[config.mk]
export PLATFORM = sky130hd
export DESIGN_NAME = mem_stage_sequencer
export DESIGN_NICKNAME = d
export VERILOG_FILES = /design/src/rtl/mem_stage_sequencer.sv
export SDC_FILE = /design/constraint.sdc
export NUM_CORES = 1
export LEC_CHECK = 0
export BUFFER_PORTS_ARGS = -buffer_cell sky130_fd_sc_hd__buf_2
export CELL_PAD_IN_SITES_DETAIL_PLACEMENT = 0
export CELL_PAD_IN_SITES_GLOBAL_PLACEMENT = 1
export CORE_UTILIZATION = 26
export DETAILED_ROUTE_END_ITERATION = 6
export PLACE_DENSITY = 0.74
export SLEW_MARGIN = 20
export SYNTH_ARGS = -nofsm -noshare
export SYNTH_HDL_FRONTEND = slang
export SYNTH_SLANG_ARGS = --single-unit
[constraint.sdc]
create_clock -name clk -period 1.9 [get_ports clk]
set_clock_uncertainty 0.2 [all_clocks]
set_input_delay 0.095 -clock clk [delete_from_list [all_inputs] [get_ports clk]]
set_output_delay 0.095 -clock clk [all_outputs]
set_load 0.005 [all_outputs]
[src/rtl/mem_stage_sequencer.sv]
// MEM-stage sequencer: runs EX/MEM loads/stores against a write-back data cache and a fixed-latency main memory.
// Hits take one cycle. A miss stalls for 1+MEM_LATENCY cycles when clean and 1+2*MEM_LATENCY when dirty. Optional counters: MEM_STAGE_PERF_EN.
module mem_stage_sequencer #(
    parameter int MEM_LATENCY = 4
) (
    input  logic        clk,
    input  logic        rst_b,
    input  logic        valid_mem,
    input  logic        load_mem,
    input  logic        store_mem,
    input  logic        is_word_mem,
    input  logic [31:0] addr_mem,
    input  logic [31:0] store_data_mem,
    input  logic [4:0]  rd_num_mem,
    input  logic        register_write_mem,
    input  logic        halted_mem,
    input  logic        cache_hit,
    input  logic        cache_dirty,
    input  logic [31:0] cache_victim_addr,
    input  logic [31:0] cache_rdata,
    output logic        cache_we,
    output logic [3:0]  cache_byte_en,
    output logic [31:0] cache_wdata,
    output logic        cache_input_type,
    output logic        cache_set_dirty,
    output logic        cache_set_valid,
    output logic        mem_req,
    output logic        mem_we,
    output logic [31:0] mem_addr,
    output logic [31:0] mem_wdata,
    input  logic [31:0] mem_rdata,
    output logic        stall,
    output logic        wb_valid,
    output logic        wb_reg_write,
    output logic [4:0]  wb_rd,
    output logic [31:0] wb_data,
    output logic        wb_halted
`ifdef MEM_STAGE_PERF_EN
    ,
    output logic [31:0] perf_miss_count,
    output logic [31:0] perf_stall_cycles
`endif
);

    localparam logic [1:0] S_IDLE      = 2'd0;
    localparam logic [1:0] S_WRITEBACK = 2'd1;
    localparam logic [1:0] S_REFILL    = 2'd2;
    localparam logic [7:0] LAST_CNT    = 8'(MEM_LATENCY - 1);

    logic [1:0]  state_q, state_d;
    logic [7:0]  cnt_q, cnt_d;
    logic [31:0] victim_q, victim_d;
    logic        miss_start;

    logic        wb_valid_q, wb_reg_write_q, wb_halted_q;
    logic [4:0]  wb_rd_q;
    logic [31:0] wb_data_q;

    logic        mem_op, is_store;
    logic [7:0]  lane_byte;
    logic [31:0] load_result;

    // Load wins when both load and store are flagged.
    assign mem_op   = valid_mem & (load_mem | store_mem);
    assign is_store = store_mem & ~load_mem;

    assign lane_byte   = cache_rdata[{addr_mem[1:0], 3'b000} +: 8];
    assign load_result = is_word_mem ? cache_rdata : {{24{lane_byte[7]}}, lane_byte};

    always_comb begin
        state_d          = state_q;
        cnt_d            = cnt_q;
        victim_d         = victim_q;
        miss_start       = 1'b0;
        cache_we         = 1'b0;
        cache_byte_en    = 4'b1111;
        cache_wdata      = store_data_mem;
        cache_input_type = 1'b0;
        cache_set_dirty  = 1'b0;
        cache_set_valid  = 1'b0;
        mem_req          = 1'b0;
        mem_we           = 1'b0;
        mem_addr         = {addr_mem[31:2], 2'b00};
        mem_wdata        = cache_rdata;
        stall            = 1'b0;

        case (state_q)
            S_IDLE: begin
                if (mem_op) begin
                    if (cache_hit) begin
                        if (is_store) begin
                            cache_we        = 1'b1;
                            cache_set_dirty = 1'b1;
                            cache_set_valid = 1'b1;
                            if (!is_word_mem) begin
                                cache_byte_en = 4'b0001 << addr_mem[1:0];
                                cache_wdata   = {4{store_data_mem[7:0]}};
                            end
                        end
                    end else begin
                        stall      = 1'b1;
                        cnt_d      = 8'd0;
                        miss_start = 1'b1;
                        if (cache_dirty) begin
                            state_d  = S_WRITEBACK;
                            victim_d = cache_victim_addr;
                        end else begin
                            state_d = S_REFILL;
                        end
                    end
                end
            end
            S_WRITEBACK: begin
                mem_req  = 1'b1;
                mem_we   = 1'b1;
                mem_addr = victim_q;
                stall    = 1'b1;
                if (cnt_q == LAST_CNT) begin
                    state_d = S_REFILL;
                    cnt_d   = 8'd0;
                end else begin
                    cnt_d = cnt_q + 8'd1;
                end
            end
            S_REFILL: begin
                mem_req = 1'b1;
                stall   = 1'b1;
                if (cnt_q == LAST_CNT) begin
                    cache_we         = 1'b1;
                    cache_input_type = 1'b1;
                    cache_wdata      = mem_rdata;
                    cache_byte_en    = 4'b1111;
                    cache_set_valid  = 1'b1;
                    state_d          = S_IDLE;
                    cnt_d            = 8'd0;
                end else begin
                    cnt_d = cnt_q + 8'd1;
                end
            end
            default: begin
                state_d = S_IDLE;
                cnt_d   = 8'd0;
            end
        endcase

        // An aborting reset must never commit a partial refill or store.
        if (rst_b) begin
            cache_we = 1'b0;
        end
    end

    always_ff @(posedge clk) begin
        if (rst_b) begin
            state_q        <= S_IDLE;
            cnt_q          <= 8'd0;
            victim_q       <= 32'd0;
            wb_valid_q     <= 1'b0;
            wb_reg_write_q <= 1'b0;
            wb_rd_q        <= 5'd0;
            wb_data_q      <= 32'd0;
            wb_halted_q    <= 1'b0;
        end else begin
            state_q  <= state_d;
            cnt_q    <= cnt_d;
            victim_q <= victim_d;
            if (!stall) begin
                wb_valid_q     <= valid_mem;
                wb_reg_write_q <= register_write_mem & valid_mem;
                wb_rd_q        <= rd_num_mem;
                wb_data_q      <= load_mem ? load_result : addr_mem;
                wb_halted_q    <= halted_mem;
            end else begin
                // Bubble while stalled; the replay carries the real result and halt.
                wb_valid_q     <= 1'b0;
                wb_reg_write_q <= 1'b0;
                wb_halted_q    <= 1'b0;
            end
        end
    end

    assign wb_valid     = wb_valid_q;
    assign wb_reg_write = wb_reg_write_q;
    assign wb_rd        = wb_rd_q;
    assign wb_data      = wb_data_q;
    assign wb_halted    = wb_halted_q;

`ifdef MEM_STAGE_PERF_EN
    logic [31:0] perf_miss_q, perf_stall_q;

    always_ff @(posedge clk) begin
        if (rst_b) begin
            perf_miss_q  <= 32'd0;
            perf_stall_q <= 32'd0;
        end else begin
            if (miss_start) perf_miss_q  <= perf_miss_q + 32'd1;
            if (stall)      perf_stall_q <= perf_stall_q + 32'd1;
        end
    end

    assign perf_miss_count   = perf_miss_q;
    assign perf_stall_cycles = perf_stall_q;
`endif

endmodule

==> impl_metrics.yaml, run 1 <==
pwr:
  p_leak_nw: 4.24
  power.internal_w: 0.00434
  p_switching_w: 0.00188
  clkPwrFrac: 0.312
  cellPowerDensity_nw_per_um2: 648
  swShare: 0.302
  ir_drop_mv: 0.414
  p_comb_frac: 0.373
  p_seq_frac: 0.315
detailed_routing:
  ant_nets: 0
  wire_per_inst_microns: 21.9
  vias_per_cell: 5.08
  totalWireLength_microns: 26800
  num_vias: 6216
  drc: 0
  drt_iter0_drc: 256
  first_pass_iters: 5
place:
  dpl-instance-area_sq_um: 6540
  port-buffer-count: 321
  gp_congestion: 0.830
  post-place-ws_ps: -138
  hpwl_microns: 16200
yosys:
  async_flop_share: 0
  yosys.cell_types.count: 46
  synth_area_leader_cell: "dfxtp_1"
  ys_warn_count: 0
  synth_edf_count: 0
  syn_nets: 720
  ys.flop_type: "dfxtp_1"
  syn_area_sq_um: 4650
  synth.avg_cell_area_sq_um: 8.61
  seq_area_frac_synth: 0.353
  synthCells: 540
  synth_area_leaders: "dfxtp_1 35%, mux2_2 9.0%, a21oi_1 8.1%, nand2_1 5.7%, buf_4 5.7%"
  synth_seq_cells: 82
  synth.top_cell.area_share: 0.353
clock_tree:
  ctsLongestPathBuffers: 2
  cts_root_buf: "clkbuf_16"
  cts.htree.levels: 3
  cts_buffers: 9
  cts_tree: "done"
  cts.sinks: 82
  clk_pin_slew_ps: 60
  insertion_delay_ps: 340
cells_and_area:
  fin_area_sq_um: 9600
  seq_area_sq_um: 1650
  final_cell_mix: "292 x buf_2, 98 x dlygate4sd3_1, 78 x dfxtp_1"
  multi_input_area_sq_um: 3320
  final_common_cell: "buf_2"
  drive_gt1_frac: 0.611
  layout.nets: 1167
  area_growth_pct: 107
  fillers: 1520
worst_setup_path:
  reg2reg_slack_ps: -250
  path_class: "reg2out"
  required_ps: 1600
  reg2reg_depth: 10
  slowest_delay_ps: 350
  endpoint_kind: "output port"
  r2r-start: "state_q[1]$_SDFFE_PP0P_"
  cp.arrival_ps: 1970
  crit_chain: "ha_4 -> nor4b_4 -> and3_4 -> o21ai_4 -> a221o_1 -> buf_2"
  crit_slowest_cell: "dfxtp_2"
  reg2reg_to: "wb_data[0]$_SDFFE_PP0N_"
  start_kind: "register"
  critPathMaxFanout: 12
floorplanning:
  initial_core_util: 0.268
  die_area_sq_um: 18400
  core-area_sq_um: 17400
  die_h_microns: 136
  io_pins: 322
  die_w_microns: 136
  rows: 48
sta:
  relSlewSlack: 0.575
  rsz0062_at_grt: "yes"
  clock.fmax_ghz: 0.442
  tns_ps: -27250
  period_share: 1.19
  worst_pin_slew_ps: 638
  finalHoldViolations: 0
  setup_viol: 143
  min_period_ps: 2260
  fin_ws_ps: -360
  finalMaxSlewViolations: 0
outcome:
  status: "finished with violations"
  violations: "negative setup slack"
global_routing:
  grt_pass1_wl_microns: 34900
  grt_max_degree: 35
  antenna_found_initial: 7
  overflow: 0
  gr-usage-all-layers: 0.262
  grt_pass1_vias: 5983
min_path:
  hp-start: "cache_rdata[23]"
  hold_class: "in2reg"
  whs_path_depth: 4
  holdPathEnd: "wb_data[23]$_SDFFE_PP0N_"
flow_run:
  drv_cap: 0
-- per-layer routing --
layer,up-vias,GRT usage,part of all wire
li1,2863,-,-
met1,3015,0.276,0.37
met2,285,0.492,0.54
met3,53,0.0468,0.059
met4,0,0.134,0.039
met5,-,0,0
-- synthesized netlist by cell type (8+ instances only) --
cell / number
a21oi_1: 75
a221o_1: 24
a22o_1: 19
and2_1: 11
buf_2: 15
buf_4: 35
clkbuf_1: 24
dfxtp_1: 82
inv_1: 8
mux2_2: 37
nand2_1: 71
o21ai_0: 42
o2bb2ai_1: 25
-- power by group through the flow --
stage / registers [W] / clock network, W / logic (W)
4_1_cts: 0.00194 / 0.00197 / 0.00210
6_report: 0.00196 / 0.00194 / 0.00232
3_5_place_dp: 0.00197 / 0 / 0.00142
3_3_place_gp: 0.00197 / 0 / 0.00141
5_1_grt: 0.00197 / 0.00204 / 0.00245
2_1_floorplan: 0.00199 / 0 / 0.000675
-- how the worst max path moves through the flow --
| stage | startpoint | endpoint | slack (ps) | depth (start not counted) |
|---|---|---|---|---|
| final | cnt_q[1]$_SDFFE_PP0P_ | cache_wdata[30] | -360 | 6 |
| after global routing | cnt_q[1]$_SDFFE_PP0P_ | cache_wdata[30] | -420 | 6 |
| after CTS | cnt_q[1]$_SDFFE_PP0P_ | cache_wdata[30] | -350 | 6 |
| after detailed placement | cnt_q[1]$_SDFFE_PP0P_ | cache_wdata[18] | -140 | 6 |
| after global placement | cnt_q[1]$_SDFFE_PP0P_ | cache_wdata[9] | -110 | 6 |
| after floorplan | state_q[0]$_SDFFE_PP0P_ | wb_data[24]$_SDFFE_PP0N_ | -5 | 9 |
-- final cells by class --
type | instances | share of cell area
Timing Repair Buffer | 510 | 0.414
Tap cell | 225 | 0.0293
Sequential cell | 82 | 0.172
Clock buffer | 12 | 0.0257
Antenna cell | 6 | 0.00156
Multi-Input combinational cell | 375 | 0.346
Clock inverter | 4 | 0.00782
Inverter | 9 | 0.00378
-- worst max-delay path: cells and delay by family, from the launching register on --
family,cells,cell delay [ps]
AO/OA/AOI/OAI,2,490
buffers and inverters,1,130
AND/OR/NAND/NOR,2,510
adder cells (fa/ha/maj),1,140
flip-flops,1,350
-- sequential cells by signal, indices dropped and copies added (netlist names) --
signal / count
wb_halted: 1
wb_data: 32
cnt_q: 8
wb_reg_write: 1
wb_rd: 5
wb_valid: 1
state_q: 2
victim_q: 32
-- logic make-up after synthesis --
logic type,share of synthesized area
AO/OA/AOI/OAI,0.306
XOR/XNOR,0.00189
adder cells (fa/ha/maj),0.0135
buffers and inverters,0.104
flip-flops,0.353
multiplexers,0.0945
AND/OR/NAND/NOR,0.126
-- timing repair --
item,4_1_cts,5_1_grt
endpoints found under the hold margin,75,0
buffers inserted,22,16
endpoints found under the setup margin,111,151
gates resized for setup,148,155
pin swaps,45,86
gates cloned,15,4
hold buffers,98,0
-- per-stage QoR --
| stage | hold WS [ps] | instances | util | power [W] |
|---|---|---|---|---|
| final | 10.7 | 1223 | 0.553 | 0.00622 |
| after global routing | 19.7 | 1223 | 0.553 | 0.00647 |
| after CTS | 0.810 | 1204 | 0.511 | 0.00602 |
| after detailed placement | 108 | 1055 | 0.377 | 0.00339 |
| after global placement | 102 | 1055 | 0.377 | 0.00338 |
| after floorplan | 16.7 | 540 | - | 0.00266 |
(Power assumes the default switching activity.)
==> run 2: changes to the inputs <==
--- a/config.mk
+++ b/config.mk
@@ -11,6 +11,7 @@
 export CORE_UTILIZATION = 26
 export DETAILED_ROUTE_END_ITERATION = 6
 export PLACE_DENSITY = 0.74
+export SKIP_LAST_GASP = 1
 export SLEW_MARGIN = 20
 export SYNTH_ARGS = -nofsm -noshare
 export SYNTH_HDL_FRONTEND = slang
==> run 2 against run 1 <==
The flow still finishes with violations (negative setup slack). Largest power group unchanged. Sequential power about the same. Worst setup slack got worse by 14 ps. Die area is the same.
==> impl_metrics.yaml, run 2 (same netlist as run 1, synthesis figures left out) <==
global_routing:
  grt_pass1_vias: 5965
  grt_pass1_wl_microns: 34700
  antenna_found_initial: 7
  grt_max_degree: 35
  gr-usage-all-layers: 0.260
  overflow: 0
place:
  port-buffer-count: 321
  hpwl_microns: 16200
  gp_congestion: 0.830
  dpl-instance-area_sq_um: 6540
  post-place-ws_ps: -138
floorplanning:
  die_h_microns: 136
  io_pins: 322
  rows: 48
  core-area_sq_um: 17400
  die_w_microns: 136
  initial_core_util: 0.268
  die_area_sq_um: 18400
detailed_routing:
  vias_per_cell: 5.08
  wire_per_inst_microns: 22.0
  ant_nets: 0
  drt_iter0_drc: 256
  first_pass_iters: 5
  num_vias: 6195
  totalWireLength_microns: 26800
  drc: 0
worst_setup_path:
  required_ps: 1600
  cp.arrival_ps: 1980
  critPathMaxFanout: 12
  slowest_delay_ps: 350
  endpoint_kind: "output port"
  critPathTopFamily: "simple AND/OR/NAND/NOR gates"
  path_class: "reg2out"
  critPathBufInv: 1
  reg2reg_depth: 10
  crit_chain: "ha_4 -> nor4b_4 -> and3_4 -> o21ai_4 -> a221o_1 -> buf_2"
  crit_slowest_cell: "dfxtp_2"
  start_kind: "register"
  cp.depth: 6
clock_tree:
  clk_pin_slew_ps: 60
  cts_root_buf: "clkbuf_16"
  cts_tree: "done"
  cts_buffers: 9
  cts.sinks: 82
  insertion_delay_ps: 340
  ctsLongestPathBuffers: 2
  cts.htree.levels: 3
sta:
  fin_ws_ps: -374
  finalHoldViolations: 0
  clock.fmax_ghz: 0.440
  relSlewSlack: 0.567
  finalMaxSlewViolations: 0
  setup_viol: 146
  worst_pin_slew_ps: 643
  rsz0062_at_grt: "yes"
  min_period_ps: 2270
  period_share: 1.20
  whs_ps: 19.7
  tns_ps: -27190
pwr:
  ir_drop_mv: 0.416
  p_leak_nw: 4.22
  cellPowerDensity_nw_per_um2: 646
flow_run:
  drv_cap: 0
cells_and_area:
  final_common_cell: "buf_2"
  multi_input_area_sq_um: 3350
  fin_util: 0.549
  area_growth_pct: 105
  final_cell_mix: "295 x buf_2, 98 x dlygate4sd3_1, 78 x dfxtp_1"
  fin_area_sq_um: 9530
  drive_gt1_frac: 0.607
  layout.nets: 1164
  fillers: 1511
  seq_area_sq_um: 1650
outcome:
  violations: "negative setup slack"
  status: "finished with violations"
min_path:
  whs_path_depth: 4
  hold_class: "in2reg"
==> run 2: changes by cell type in the layout (fill, tap and decap cells not counted), sizes merged <==
cell  change
buf       -3
==> run 2: cell type report <==
| cell class | count | area share |
|---|---|---|
| Antenna cell | 6 | 0.00157 |
| Clock buffer | 12 | 0.0259 |
| Clock inverter | 4 | 0.00787 |
| Inverter | 9 | 0.00381 |
| Multi-Input combinational cell | 375 | 0.351 |
| Sequential cell | 82 | 0.173 |
| Tap cell | 225 | 0.0295 |
| Timing Repair Buffer | 507 | 0.407 |
==> run 2: tightest hold or removal path, cell delays in order <==
cell and delay [ps]:
buf_2 100, a21oi_1 60, o21ai_0 140, a22o_1 140
==> run 2: power by group <==
| part | switching (W) | total [W] | internal (W) |
|---|---|---|---|
| combinational | 0.00103 | 0.00227 | 0.00124 |
| clock | 0.000744 | 0.00193 | 0.00119 |
| sequential | 0.0000921 | 0.00196 | 0.00187 |
==> run 2: metal layers <==
| layer | routed length [microns] | global-route usage | up-vias |
|---|---|---|---|
| li1 | - | - | 2858 |
| met1 | 9760 | 0.275 | 2986 |
| met2 | 14200 | 0.484 | 296 |
| met3 | 1660 | 0.0490 | 55 |
| met4 | 1170 | 0.140 | 0 |
| met5 | 0 | 0 | - |
==> run 2: repair_timing <==
| action | CTS | global route |
|---|---|---|
| cloned | 15 | 4 |
| setup buffers | 22 | 15 |
| endpoints found under the setup margin | 111 | 151 |
| endpoints found under the hold margin | 75 | 0 |
| pin swaps | 41 | 94 |
| resized for setup | 109 | 197 |
| hold buffers | 98 | 0 |
==> run 2: final timing paths <==
path                       startpoint                  endpoint  slack [ps]
min                    cache_rdata[5]   wb_data[5]$_SDFFE_PP0N_          20
max reg2reg   state_q[1]$_SDFFE_PP0P_   wb_data[6]$_SDFFE_PP0N_        -240
max             cnt_q[1]$_SDFFE_PP0P_           cache_wdata[30]        -370
min reg2reg  wb_data[23]$_SDFFE_PP0N_  wb_data[23]$_SDFFE_PP0N_         260
==> run 2: through the flow <==
| step | power, W | std cells |
|---|---|---|
| final | 0.00616 | 1220 |
| after floorplan | 0.00266 | 540 |
| after global placement | 0.00338 | 1055 |
| after CTS | 0.00597 | 1204 |
| after global routing | 0.00641 | 1220 |
| after detailed placement | 0.00339 | 1055 |
